### src/rtl/alu_pkg.sv
// Shared definitions for the alu_seq execute-stage ALU.
//   - aluop_e : operation encodings (12-15 are illegal; 11 is MULHU only when ALU_MULHU_EN is
//               defined, otherwise it is illegal too)
//   - state_e : control FSM states
//   - XLEN    : datapath width
//   - mul_latency / mul_bits_legal : iterative-multiplier timing helpers
package alu_pkg;

  localparam int unsigned XLEN = 32;

  typedef enum logic [3:0] {
    OpAdd   = 4'd0,
    OpSub   = 4'd1,
    OpAnd   = 4'd2,
    OpOr    = 4'd3,
    OpXor   = 4'd4,
    OpSll   = 4'd5,
    OpSrl   = 4'd6,
    OpSra   = 4'd7,
    OpSlt   = 4'd8,
    OpSltu  = 4'd9,
    OpMul   = 4'd10,
    OpMulhu = 4'd11
  } aluop_e;

  typedef enum logic [0:0] {
    StIdle,
    StMul
  } state_e;

  // Edges from the accepting edge to the result edge of a MUL.
  function automatic int unsigned mul_latency(input int unsigned bits_per_cycle);
    return XLEN / bits_per_cycle;
  endfunction

  function automatic bit mul_bits_legal(input int unsigned bits_per_cycle);
    return (bits_per_cycle == 1) || (bits_per_cycle == 2) ||
           (bits_per_cycle == 4) || (bits_per_cycle == 8);
  endfunction

endpackage

### src/rtl/alu_seq_if.sv
// Issue/result bundle between the pipeline and alu_seq.
//   in_valid/in_ready : issue handshake, aluop/a_bus/b_bus travel with in_valid
//   flush             : pipeline kill
//   out_valid         : one-cycle pulse qualifying result/zero/overflow
// master = pipeline side, slave = ALU side.
interface alu_seq_if;

  logic        in_valid;
  logic        in_ready;
  logic        flush;
  logic [3:0]  aluop;
  logic [31:0] a_bus;
  logic [31:0] b_bus;
  logic        out_valid;
  logic [31:0] result;
  logic        zero;
  logic        overflow;

  modport master (
    output in_valid,
    output flush,
    output aluop,
    output a_bus,
    output b_bus,
    input  in_ready,
    input  out_valid,
    input  result,
    input  zero,
    input  overflow
  );

  modport slave (
    input  in_valid,
    input  flush,
    input  aluop,
    input  a_bus,
    input  b_bus,
    output in_ready,
    output out_valid,
    output result,
    output zero,
    output overflow
  );

endinterface

### src/rtl/mul_iter.sv
// Iterative shift-add multiplier retiring BitsPerCycle multiplier bits per step.
//   clk_i, rst_i  : clock, asynchronous active-high reset
//   start_i       : latch a_i/b_i, clear product and counter
//   step_i        : retire one group of multiplier bits
//   clear_i       : abandon the operation (highest priority)
//   prod_next_o   : product including the step being taken this cycle
//   done_o        : the step taken this cycle is the last one
module mul_iter
  import alu_pkg::*;
#(
  parameter int unsigned BitsPerCycle = 1,
  parameter int unsigned ProdW        = 32
) (
  input  logic             clk_i,
  input  logic             rst_i,
  input  logic             start_i,
  input  logic             step_i,
  input  logic             clear_i,
  input  logic [XLEN-1:0]  a_i,
  input  logic [XLEN-1:0]  b_i,
  output logic [ProdW-1:0] prod_next_o,
  output logic             done_o
);

  localparam int unsigned Latency = mul_latency(BitsPerCycle);
  localparam int unsigned CntW    = 6;

  logic [ProdW-1:0] mcand_q;
  logic [XLEN-1:0]  mplier_q;
  logic [ProdW-1:0] prod_q;
  logic [CntW-1:0]  cnt_q;
  logic [ProdW-1:0] partial;

  // Sum of the multiplicand shifted by each set bit in the low group of the multiplier.
  always_comb begin
    partial = '0;
    for (int i = 0; i < int'(BitsPerCycle); i++) begin
      if (mplier_q[i]) begin
        partial = partial + (mcand_q << i);
      end
    end
  end

  assign prod_next_o = prod_q + partial;
  assign done_o      = (cnt_q == CntW'(Latency - 1));

  always_ff @(posedge clk_i or posedge rst_i) begin
    if (rst_i) begin
      mcand_q  <= '0;
      mplier_q <= '0;
      prod_q   <= '0;
      cnt_q    <= '0;
    end else if (clear_i) begin
      mcand_q  <= '0;
      mplier_q <= '0;
      prod_q   <= '0;
      cnt_q    <= '0;
    end else if (start_i) begin
      mcand_q  <= ProdW'(a_i);
      mplier_q <= b_i;
      prod_q   <= '0;
      cnt_q    <= '0;
    end else if (step_i) begin
      mcand_q  <= mcand_q << BitsPerCycle;
      mplier_q <= mplier_q >> BitsPerCycle;
      prod_q   <= prod_next_o;
      cnt_q    <= cnt_q + 1'b1;
    end
  end

endmodule

### src/rtl/alu_seq.sv
// Execute-stage ALU with registered outputs for EX/MEM.
//   clk, rst : clock, asynchronous active-high reset
//   bus      : alu_seq_if.slave (issue handshake, flush, operands, registered result/flags)
// Single-cycle ops complete on the accepting edge; MUL (and MULHU) run on mul_iter and hold
// in_ready low until done. Optional feature macro: ALU_MULHU_EN (64-bit product, op 11 MULHU).
module alu_seq
  import alu_pkg::*;
#(
  parameter int unsigned MUL_BITS_PER_CYCLE = 1
) (
  input logic      clk,
  input logic      rst,
  alu_seq_if.slave bus
);

  if (!mul_bits_legal(MUL_BITS_PER_CYCLE)) begin : g_bad_mul_bits
    $error("alu_seq: MUL_BITS_PER_CYCLE must be 1, 2, 4 or 8");
  end

`ifdef ALU_MULHU_EN
  localparam int unsigned ProdW = 2 * XLEN;
`else
  localparam int unsigned ProdW = XLEN;
`endif

  aluop_e          op;
  logic [31:0]     a;
  logic [31:0]     b;
  logic [4:0]      shamt;
  logic [31:0]     add_res;
  logic [31:0]     sub_res;
  logic [31:0]     alu_res;
  logic            alu_ovf;
  logic            is_mul;
  logic            accept;

  state_e          state_q, state_d;
  logic [31:0]     result_q, result_d;
  logic            zero_q, zero_d;
  logic            ovf_q, ovf_d;
  logic            out_valid_q, out_valid_d;

  logic            mul_start;
  logic            mul_step;
  logic            mul_clear;
  logic            mul_done;
  logic [ProdW-1:0] prod_next;
  logic [31:0]     mul_res;

  assign op      = aluop_e'(bus.aluop);
  assign a       = bus.a_bus;
  assign b       = bus.b_bus;
  assign shamt   = b[4:0];
  assign add_res = a + b;
  assign sub_res = a - b;
  // Flush wins over a simultaneous issue.
  assign accept  = bus.in_valid && bus.in_ready && !bus.flush;

  always_comb begin
    alu_res = '0;
    alu_ovf = 1'b0;
    case (op)
      OpAdd: begin
        alu_res = add_res;
        alu_ovf = (a[31] == b[31]) && (add_res[31] != a[31]);
      end
      OpSub: begin
        alu_res = sub_res;
        alu_ovf = (a[31] != b[31]) && (sub_res[31] != a[31]);
      end
      OpAnd:  alu_res = a & b;
      OpOr:   alu_res = a | b;
      OpXor:  alu_res = a ^ b;
      OpSll:  alu_res = a << shamt;
      OpSrl:  alu_res = a >> shamt;
      OpSra:  alu_res = $unsigned($signed(a) >>> shamt);
      OpSlt:  alu_res = {31'b0, $signed(a) < $signed(b)};
      OpSltu: alu_res = {31'b0, a < b};
      default: begin
        // Illegal codes (and MUL codes, which never take this path) yield zero.
        alu_res = '0;
        alu_ovf = 1'b0;
      end
    endcase
  end

`ifdef ALU_MULHU_EN
  logic mul_hi_q, mul_hi_d;
  assign is_mul  = (op == OpMul) || (op == OpMulhu);
  assign mul_res = mul_hi_q ? prod_next[63:32] : prod_next[31:0];

  always_ff @(posedge clk or posedge rst) begin
    if (rst) begin
      mul_hi_q <= 1'b0;
    end else begin
      mul_hi_q <= mul_hi_d;
    end
  end

  always_comb begin
    mul_hi_d = mul_hi_q;
    if (mul_start) begin
      mul_hi_d = (op == OpMulhu);
    end
  end
`else
  assign is_mul  = (op == OpMul);
  assign mul_res = prod_next;
`endif

  mul_iter #(
    .BitsPerCycle(MUL_BITS_PER_CYCLE),
    .ProdW       (ProdW)
  ) u_mul_iter (
    .clk_i      (clk),
    .rst_i      (rst),
    .start_i    (mul_start),
    .step_i     (mul_step),
    .clear_i    (mul_clear),
    .a_i        (a),
    .b_i        (b),
    .prod_next_o(prod_next),
    .done_o     (mul_done)
  );

  always_comb begin
    state_d     = state_q;
    result_d    = result_q;
    zero_d      = zero_q;
    ovf_d       = ovf_q;
    out_valid_d = 1'b0;
    mul_start   = 1'b0;
    mul_step    = 1'b0;
    mul_clear   = 1'b0;
    unique case (state_q)
      StIdle: begin
        if (accept) begin
          if (is_mul) begin
            mul_start = 1'b1;
            state_d   = StMul;
          end else begin
            result_d    = alu_res;
            zero_d      = (alu_res == '0);
            ovf_d       = alu_ovf;
            out_valid_d = 1'b1;
          end
        end
      end
      StMul: begin
        if (bus.flush) begin
          mul_clear = 1'b1;
          state_d   = StIdle;
        end else begin
          mul_step = 1'b1;
          if (mul_done) begin
            // The final step's product is taken straight from prod_next; the
            // multiplier is cleared on the same edge.
            mul_clear   = 1'b1;
            result_d    = mul_res;
            zero_d      = (mul_res == '0);
            ovf_d       = 1'b0;
            out_valid_d = 1'b1;
            state_d     = StIdle;
          end
        end
      end
      default: state_d = StIdle;
    endcase
  end

  always_ff @(posedge clk or posedge rst) begin
    if (rst) begin
      state_q     <= StIdle;
      result_q    <= '0;
      zero_q      <= 1'b0;
      ovf_q       <= 1'b0;
      out_valid_q <= 1'b0;
    end else begin
      state_q     <= state_d;
      result_q    <= result_d;
      zero_q      <= zero_d;
      ovf_q       <= ovf_d;
      out_valid_q <= out_valid_d;
    end
  end

  assign bus.in_ready  = (state_q == StIdle);
  assign bus.out_valid = out_valid_q;
  assign bus.result    = result_q;
  assign bus.zero      = zero_q;
  assign bus.overflow  = ovf_q;

endmodule

### src/flat_wrapper.sv
// flat-port wrapper written by rule: the top's interface ports become plain ports
module alu_seq_flat import alu_pkg::*;
#(
  parameter int unsigned MUL_BITS_PER_CYCLE = 1
)
  (clk, rst, bus_in_valid, bus_flush, bus_aluop, bus_a_bus, bus_b_bus, bus_in_ready, bus_out_valid, bus_result, bus_zero, bus_overflow);
  alu_seq_if bus_i ();
  input logic clk;
  input logic rst;
  input wire logic [$bits(bus_i.in_valid)-1:0] bus_in_valid;
  input wire logic [$bits(bus_i.flush)-1:0] bus_flush;
  input wire logic [$bits(bus_i.aluop)-1:0] bus_aluop;
  input wire logic [$bits(bus_i.a_bus)-1:0] bus_a_bus;
  input wire logic [$bits(bus_i.b_bus)-1:0] bus_b_bus;
  output wire logic [$bits(bus_i.in_ready)-1:0] bus_in_ready;
  output wire logic [$bits(bus_i.out_valid)-1:0] bus_out_valid;
  output wire logic [$bits(bus_i.result)-1:0] bus_result;
  output wire logic [$bits(bus_i.zero)-1:0] bus_zero;
  output wire logic [$bits(bus_i.overflow)-1:0] bus_overflow;
  assign bus_i.in_valid = bus_in_valid;
  assign bus_i.flush = bus_flush;
  assign bus_i.aluop = bus_aluop;
  assign bus_i.a_bus = bus_a_bus;
  assign bus_i.b_bus = bus_b_bus;
  assign bus_in_ready = bus_i.in_ready;
  assign bus_out_valid = bus_i.out_valid;
  assign bus_result = bus_i.result;
  assign bus_zero = bus_i.zero;
  assign bus_overflow = bus_i.overflow;
  alu_seq #(.MUL_BITS_PER_CYCLE(MUL_BITS_PER_CYCLE)) u_core (.clk(clk), .rst(rst), .bus(bus_i));
endmodule
### config.mk
export PLATFORM = sky130hd
export DESIGN_NAME = alu_seq_flat
export DESIGN_NICKNAME = d
export VERILOG_FILES = /design/src/rtl/alu_pkg.sv /design/src/rtl/alu_seq_if.sv /design/src/rtl/mul_iter.sv /design/src/rtl/alu_seq.sv /design/src/flat_wrapper.sv
export SDC_FILE = /design/constraint.sdc
export NUM_CORES = 1
export LEC_CHECK = 0
export ABC_AREA = 1
export CAP_MARGIN = 20
export CORE_MARGIN = 1.5
export CORE_UTILIZATION = 50
export CTS_BUF_LIST = sky130_fd_sc_hd__clkbuf_2 sky130_fd_sc_hd__clkbuf_4 sky130_fd_sc_hd__clkbuf_8
export DETAILED_ROUTE_END_ITERATION = 7
export GPL_TIMING_DRIVEN = 0
export PLACE_DENSITY = 0.69
export SLEW_MARGIN = 40
export SYNTH_ARGS = -nofsm -noshare
export SYNTH_HDL_FRONTEND = slang
export SYNTH_HIERARCHICAL = 1
export SYNTH_SLANG_ARGS = --single-unit
### constraint.sdc
create_clock -name clk -period 5.1 [get_ports clk]
set_input_delay 0.765 -clock clk [delete_from_list [all_inputs] [get_ports clk]]
set_output_delay 0.765 -clock clk [all_outputs]
set_load 0.02 [all_outputs]
# After elaboration in Yosys (flattened, before gate mapping)
# Cells that the tools add are included.
# totals
n_memories	0
latch_bits	0
out_inout_bits	36
rom_bits	0
mem_bits_rw	0
input_bits	72
wordCells	96
register_bits	138
# classes
bitwise_logic	4
n_mux	45
n_eq_ne	19
magnitude_cmp	2
div	0
addsub	4
mul	0
shift	3
reduce_logical	10
# ops
operator	count
$mux W32	14
$pmux W32 S10	1
$add A32 B32 Y32	2
$logic_not A32 Y1	2
$lt A32 B32 Y1	2
$pmux W32 S2	1
$and A32 B32 Y32	1
$or A32 B32 Y32	1
$shl A32 B5 Y32	1
$shr A32 B5 Y32	1
$sshr A32 B5 Y32	1
$sub A32 B32 Y32	1
$xor A32 B32 Y32	1
$mux W1	21
$mux W6	3
$eq A4 B3 Y1 const B	4
$eq A4 B4 Y1 const B	3
$pmux W1 S2	5
$eq A4 B2 Y1 const B	2
$ne A2 B2 Y1 const B	4
$add A6 B1 Y6 const B	1
$eq A6 B5 Y1 const B	1
$eq A4 B1 Y1 const B	1
$logic_and A1 B1 Y1	4
other kinds (7)	9

# Longest topological paths before layout
# logic_depth
word_depth	7
mapped_depth	26
mapped_depth_nobuf	22

# Modules after synthesis
# Netlist, hierarchy kept.
# modules_own_cells
mod	instances	cells_per_inst	area_each_um2
alu_seq	1	2418	12333.1
mul_iter	1	1047	7134.3

# Worst setup path before layout
# No wires, ideal clock.
# synth_path
kind	input -> register
start	input port bus_b_bus[4]
end	register u_core.zero_q, in the netlist u_core/bus.zero
t_arrival_ps	3252
setup_slack_ps	1771
cell_stages	25
n_path_buf	4
t_required_ps	5022
cell_sequence	buf_2 inv_1 buf_2 buf_1 ha_1 buf_2 nor2_2 nand2_1 inv_1 nand2_1 nand2_1 nand2_1 nand2_1 nand2_1 nand2_1 nand2_1 nand2_1 nor2_1 nor2_2 nand2_1 nor2_1 nand2_1 nor2_1 nand3_1 a21oi_1
# synth_between
elab_chain_cells	6
# synth_rtl
item	line	source
start: declaration	flat_wrapper.sv:14	input wire logic [$bits(bus_i.b_bus)-1:0] bus_b_bus;
$sub A32 B32 Y32 (tied with other cells)	alu_seq.sv:55	assign sub_res = a - b;
$pmux W32 S10 (*)	alu_seq.sv:62	case (op)
$logic_not A32 Y1 (*)	alu_seq.sv:143	zero_d = (alu_res == '0);
$mux W1 (*)	alu_seq.sv:138	if (is_mul) begin
$mux W1 (*)	alu_seq.sv:137	if (accept) begin
$pmux W1 S2 (*)	alu_seq.sv:135	unique case (state_q)
end signal: assignment	alu_seq.sv:181	zero_q <= zero_d;
end: declaration	alu_seq.sv:39	logic zero_q, zero_d;
# Mark *: on every way between the ends. The rest lies on a longest branch, timed or not. The select of a mux whose other input is x is not followed.
# A chain may end at the register's enable or synchronous reset.

# Worst setup path in the final report
# Same ends and word-level chain as after synthesis.

==> flow_summary.toml <==
[floorplanning]
design.core.area_sq_um = 38560
initial_utilization = 0.5049
io_pins = 108
die_area_sq_um = 40130
fp.dieH_um = 200.3
die_width_um = 200.3
rows = 72

[placed_design]
placedCellCount = 4091
numPortBuffers = 107
place_area_sq_um = 21230
dp_hpwl_um = 76770
routabilityCongestion = 1.075

[finish]
drive_above_1_share = 0.06439
final_cells = 4127
fin_area_sq_um = 21620
nets = 3797
post-route-util = 0.5607
area_growth_pct = 11.04

[power]
leakagePower_nw = 12.40
pwr-share-comb = 0.481
powerDensity_nw_per_um2 = 203.5
peakVddDrop_mv = 0.2274
swShare = 0.4717
seqPwrFrac = 0.311
power.switching_mw = 2.075
p_int_mw = 2.324
pwr-share-clk = 0.209

[timing]
finalHoldViolations = 0
slew_viol_final = 0
worst_pin_slew_ns = 0.9609
setup_violations = 0
skew_ns = 0.01674
max_freq_mhz = 210.1
rsz0062_at_grt = "false"
fin_crit_sh = 0.9332
finalCriticalPeriod_ns = 4.759
holdWs_ns = 0.4860
relSlewSlack = 0.3527

[clocking]
clkSinkCount = 138
clock_path_buffers = 2
cts_resized = 0
holdBufCountCts = 0
cts_tree = "done"
htree_levels = 4
cts.reportedPaths.clkPinSlew_ns = 0.09
cts_inserted_buffers = 17
insertion_delay_ns = 0.54
cts-root-buf = "clkbuf_8"

[synth]
synth_edf_count = 0
synth_largest_area_cell = "nand2_1"
yosysMostFrequentCell = "nand2_1"
async_reset_ff_frac = 1.000
synth_cells = 3465
synth_commonest_cells = "1184 x nand2_1, 525 x inv_1, 450 x nand3_1, 270 x nor2_1, 145 x o21ai_0"
synth_cell_types = 52
ys_seq_area_frac = 0.1774
synth_seq_cells = 138
synth_area_sq_um = 19470
synth_warnings = 6
avgSynthCellArea_sq_um = 5.618
syn-num-nets = 3672
synth_top_area_frac = 0.2283
yosys-top-cells-area = "nand2_1 23%, dfrtp_1 18%, nand3_1 12%, inv_1 10%, ha_1 8.5%"
synthFlopType = "dfrtp_1"

[grt]
antenna_found_initial = 4
overflow = 0
grtUsageTotal = 0.4700
first_global_vias = 23186
grt_pass1_wl_um = 141300
grt_max_degree = 71

[detailed_routing]
ant_nets = 0
viasPerCell = 6.058
vias = 25001
drt-total-wl_um = 95700
wl_per_cell_um = 23.19
first_pass_iters = 8
first_iter_violations = 3569
drc_errors = 10

[worst_setup_path]
r2r_slack_ns = 1.25
cp-start-kind = "input pin"
crit_path_end_kind = "flip-flop"
path_max_fanout = 20
worstPathRequired_ns = 5.57
worstSetupPathType = "input pin to flip-flop"
arrival_ns = 5.23
r2r_cells = 17

[hold_path]
hold_class = "flip-flop to flip-flop"
min_path_cells = 2

[run_status]
violations = "design-rule violations"
status = "finished with violations"

[job]
maxCapViolCount = 0
[cell type report]
cell class	instances	area, sq um
clock buffers	20	275.3
inverters	540	2043
fillers	4007	16940
repair buffers	108	1099
multi-input cells	2643	13240
flip-flops and latches	138	3453
plain buffers	142	745.7
diodes	6	15.01
well taps	518	648.1
clock inverters	12	102.6
[registers in the layout, summed over array words and instances (netlist names)]
signal and flops:
u_core/bus.result 32, u_core/u_mul_iter/mplier_q 32, u_core/bus.zero 1, u_core/u_mul_iter/cnt_q 6, u_core/u_mul_iter/mcand_q 32, u_core/bus.overflow 1, u_core/state_q 1, u_core/u_mul_iter/prod_q 32
u_core/bus.out_valid 1
[routing by layer]
layer | vias to the layer above | wire length, um | global-route usage
met3 | 399 | 12790 | 0.1411
li1 | 11229 | - | -
met4 | 0 | 7659 | 0.3059
met5 | - | 0 | 0.001190
met2 | 1847 | 39280 | 0.6999
met1 | 11526 | 35980 | 0.5893
[power by group through the flow]
stage	clock network (mW)	registers (mW)	logic [mW]
3_5_place_dp	0	1.38	2.00
5_1_grt	0.967	1.38	2.26
3_3_place_gp	0	1.37	1.94
4_1_cts	0.925	1.36	2.01
2_1_floorplan	0	1.41	1.22
6_report	0.918	1.37	2.11
[metrics by stage]
stage / total power [mW] / TNS (ns) / worst slack [ns]
after global placement: 3.315 / -17.38 / -0.2520
after CTS: 4.301 / 0 / 0.1892
final: 4.400 / 0 / 0.3407
after floorplan: 2.628 / 0 / 1.660
after detailed placement: 3.381 / -0.3020 / -0.3020
after global routing: 4.609 / 0 / 0.2320
[worst max-delay path, stage by stage]
cell and delay, ns:
clkdlybuf4s50_1 0.66, buf_2 0.29, inv_1 0.12, buf_2 0.29
ha_1 0.34, buf_2 0.20, inv_2 0.06, nand2_1 0.07
nand2_1 0.10, inv_1 0.09, nand3_1 0.20, nand2_1 0.12
nand3_1 0.24, nand2_1 0.15, nand2_1 0.11, nor2_1 0.12
nor2_1 0.08, nor2_1 0.40, nand2_1 0.14, nor2_1 0.15
nand2_1 0.13, nor2_1 0.19, nand3_1 0.10, a21oi_1 0.13
[cells in the final DEF, fill, tap and decap left out, types with 5 or more instances in the layout]
| cell | n |
|---|---|
| nand3_1 | 450 |
| buf_4 | 10 |
| or2_2 | 5 |
| dfrtp_1 | 138 |
| nand2_1 | 1184 |
| nor3_2 | 6 |
| mux2i_1 | 29 |
| clkbuf_8 | 20 |
| nor3_1 | 22 |
| o21ai_1 | 10 |
| a22o_1 | 6 |
| buf_6 | 8 |
| ha_1 | 132 |
| buf_1 | 9 |
| o21bai_1 | 9 |
| o211ai_1 | 13 |
| inv_1 | 523 |
| inv_2 | 12 |
| diode_2 | 6 |
| clkbuf_1 | 35 |
| nand3b_1 | 8 |
| nand2_4 | 10 |
| xor2_1 | 11 |
| inv_6 | 5 |
| nor2_1 | 269 |
| a21oi_1 | 134 |
| clkdlybuf4s50_1 | 107 |
| buf_2 | 78 |
| nand2_2 | 21 |
| o22ai_1 | 47 |
| nand3_2 | 17 |
| nor2_2 | 19 |
| o21ai_0 | 145 |
| nand4_1 | 29 |
| or4_1 | 6 |
| and2_1 | 24 |
[kinds of logic (layout without fill, tap and decap cells)]
| group | after synthesis | after routing | synth area share |
|---|---|---|---|
| buf+inv | 684 | 822 | 0.1432 |
| flops | 138 | 138 | 0.1774 |
| xor+xnor | 18 | 18 | 0.009641 |
| mux | 29 | 29 | 0.01491 |
| fa+ha+maj | 135 | 135 | 0.08792 |
| simple gates | 2078 | 2078 | 0.4584 |
| compound gates | 383 | 383 | 0.1085 |
| other cells | 0 | 6 | 0 |
[timing repair]
action,CTS,global route
endpoints found under the hold margin,0,0
endpoints found under the setup margin,0,1
buffers inserted,0,0
[final timing paths]
check	end	from
max reg2reg	u_core/bus.zero	u_core/u_mul_iter/mplier_q[0]
min reg2reg	u_core/bus.result[1]	u_core/bus.result[1]
min in group asynchronous	u_core/u_mul_iter/prod_q[25]	rst
max	u_core/bus.zero	bus_b_bus[4]
max in group asynchronous	u_core/u_mul_iter/mplier_q[9]	rst
min	u_core/bus.result[1]	u_core/bus.result[1]
(Power assumes the default switching activity.)
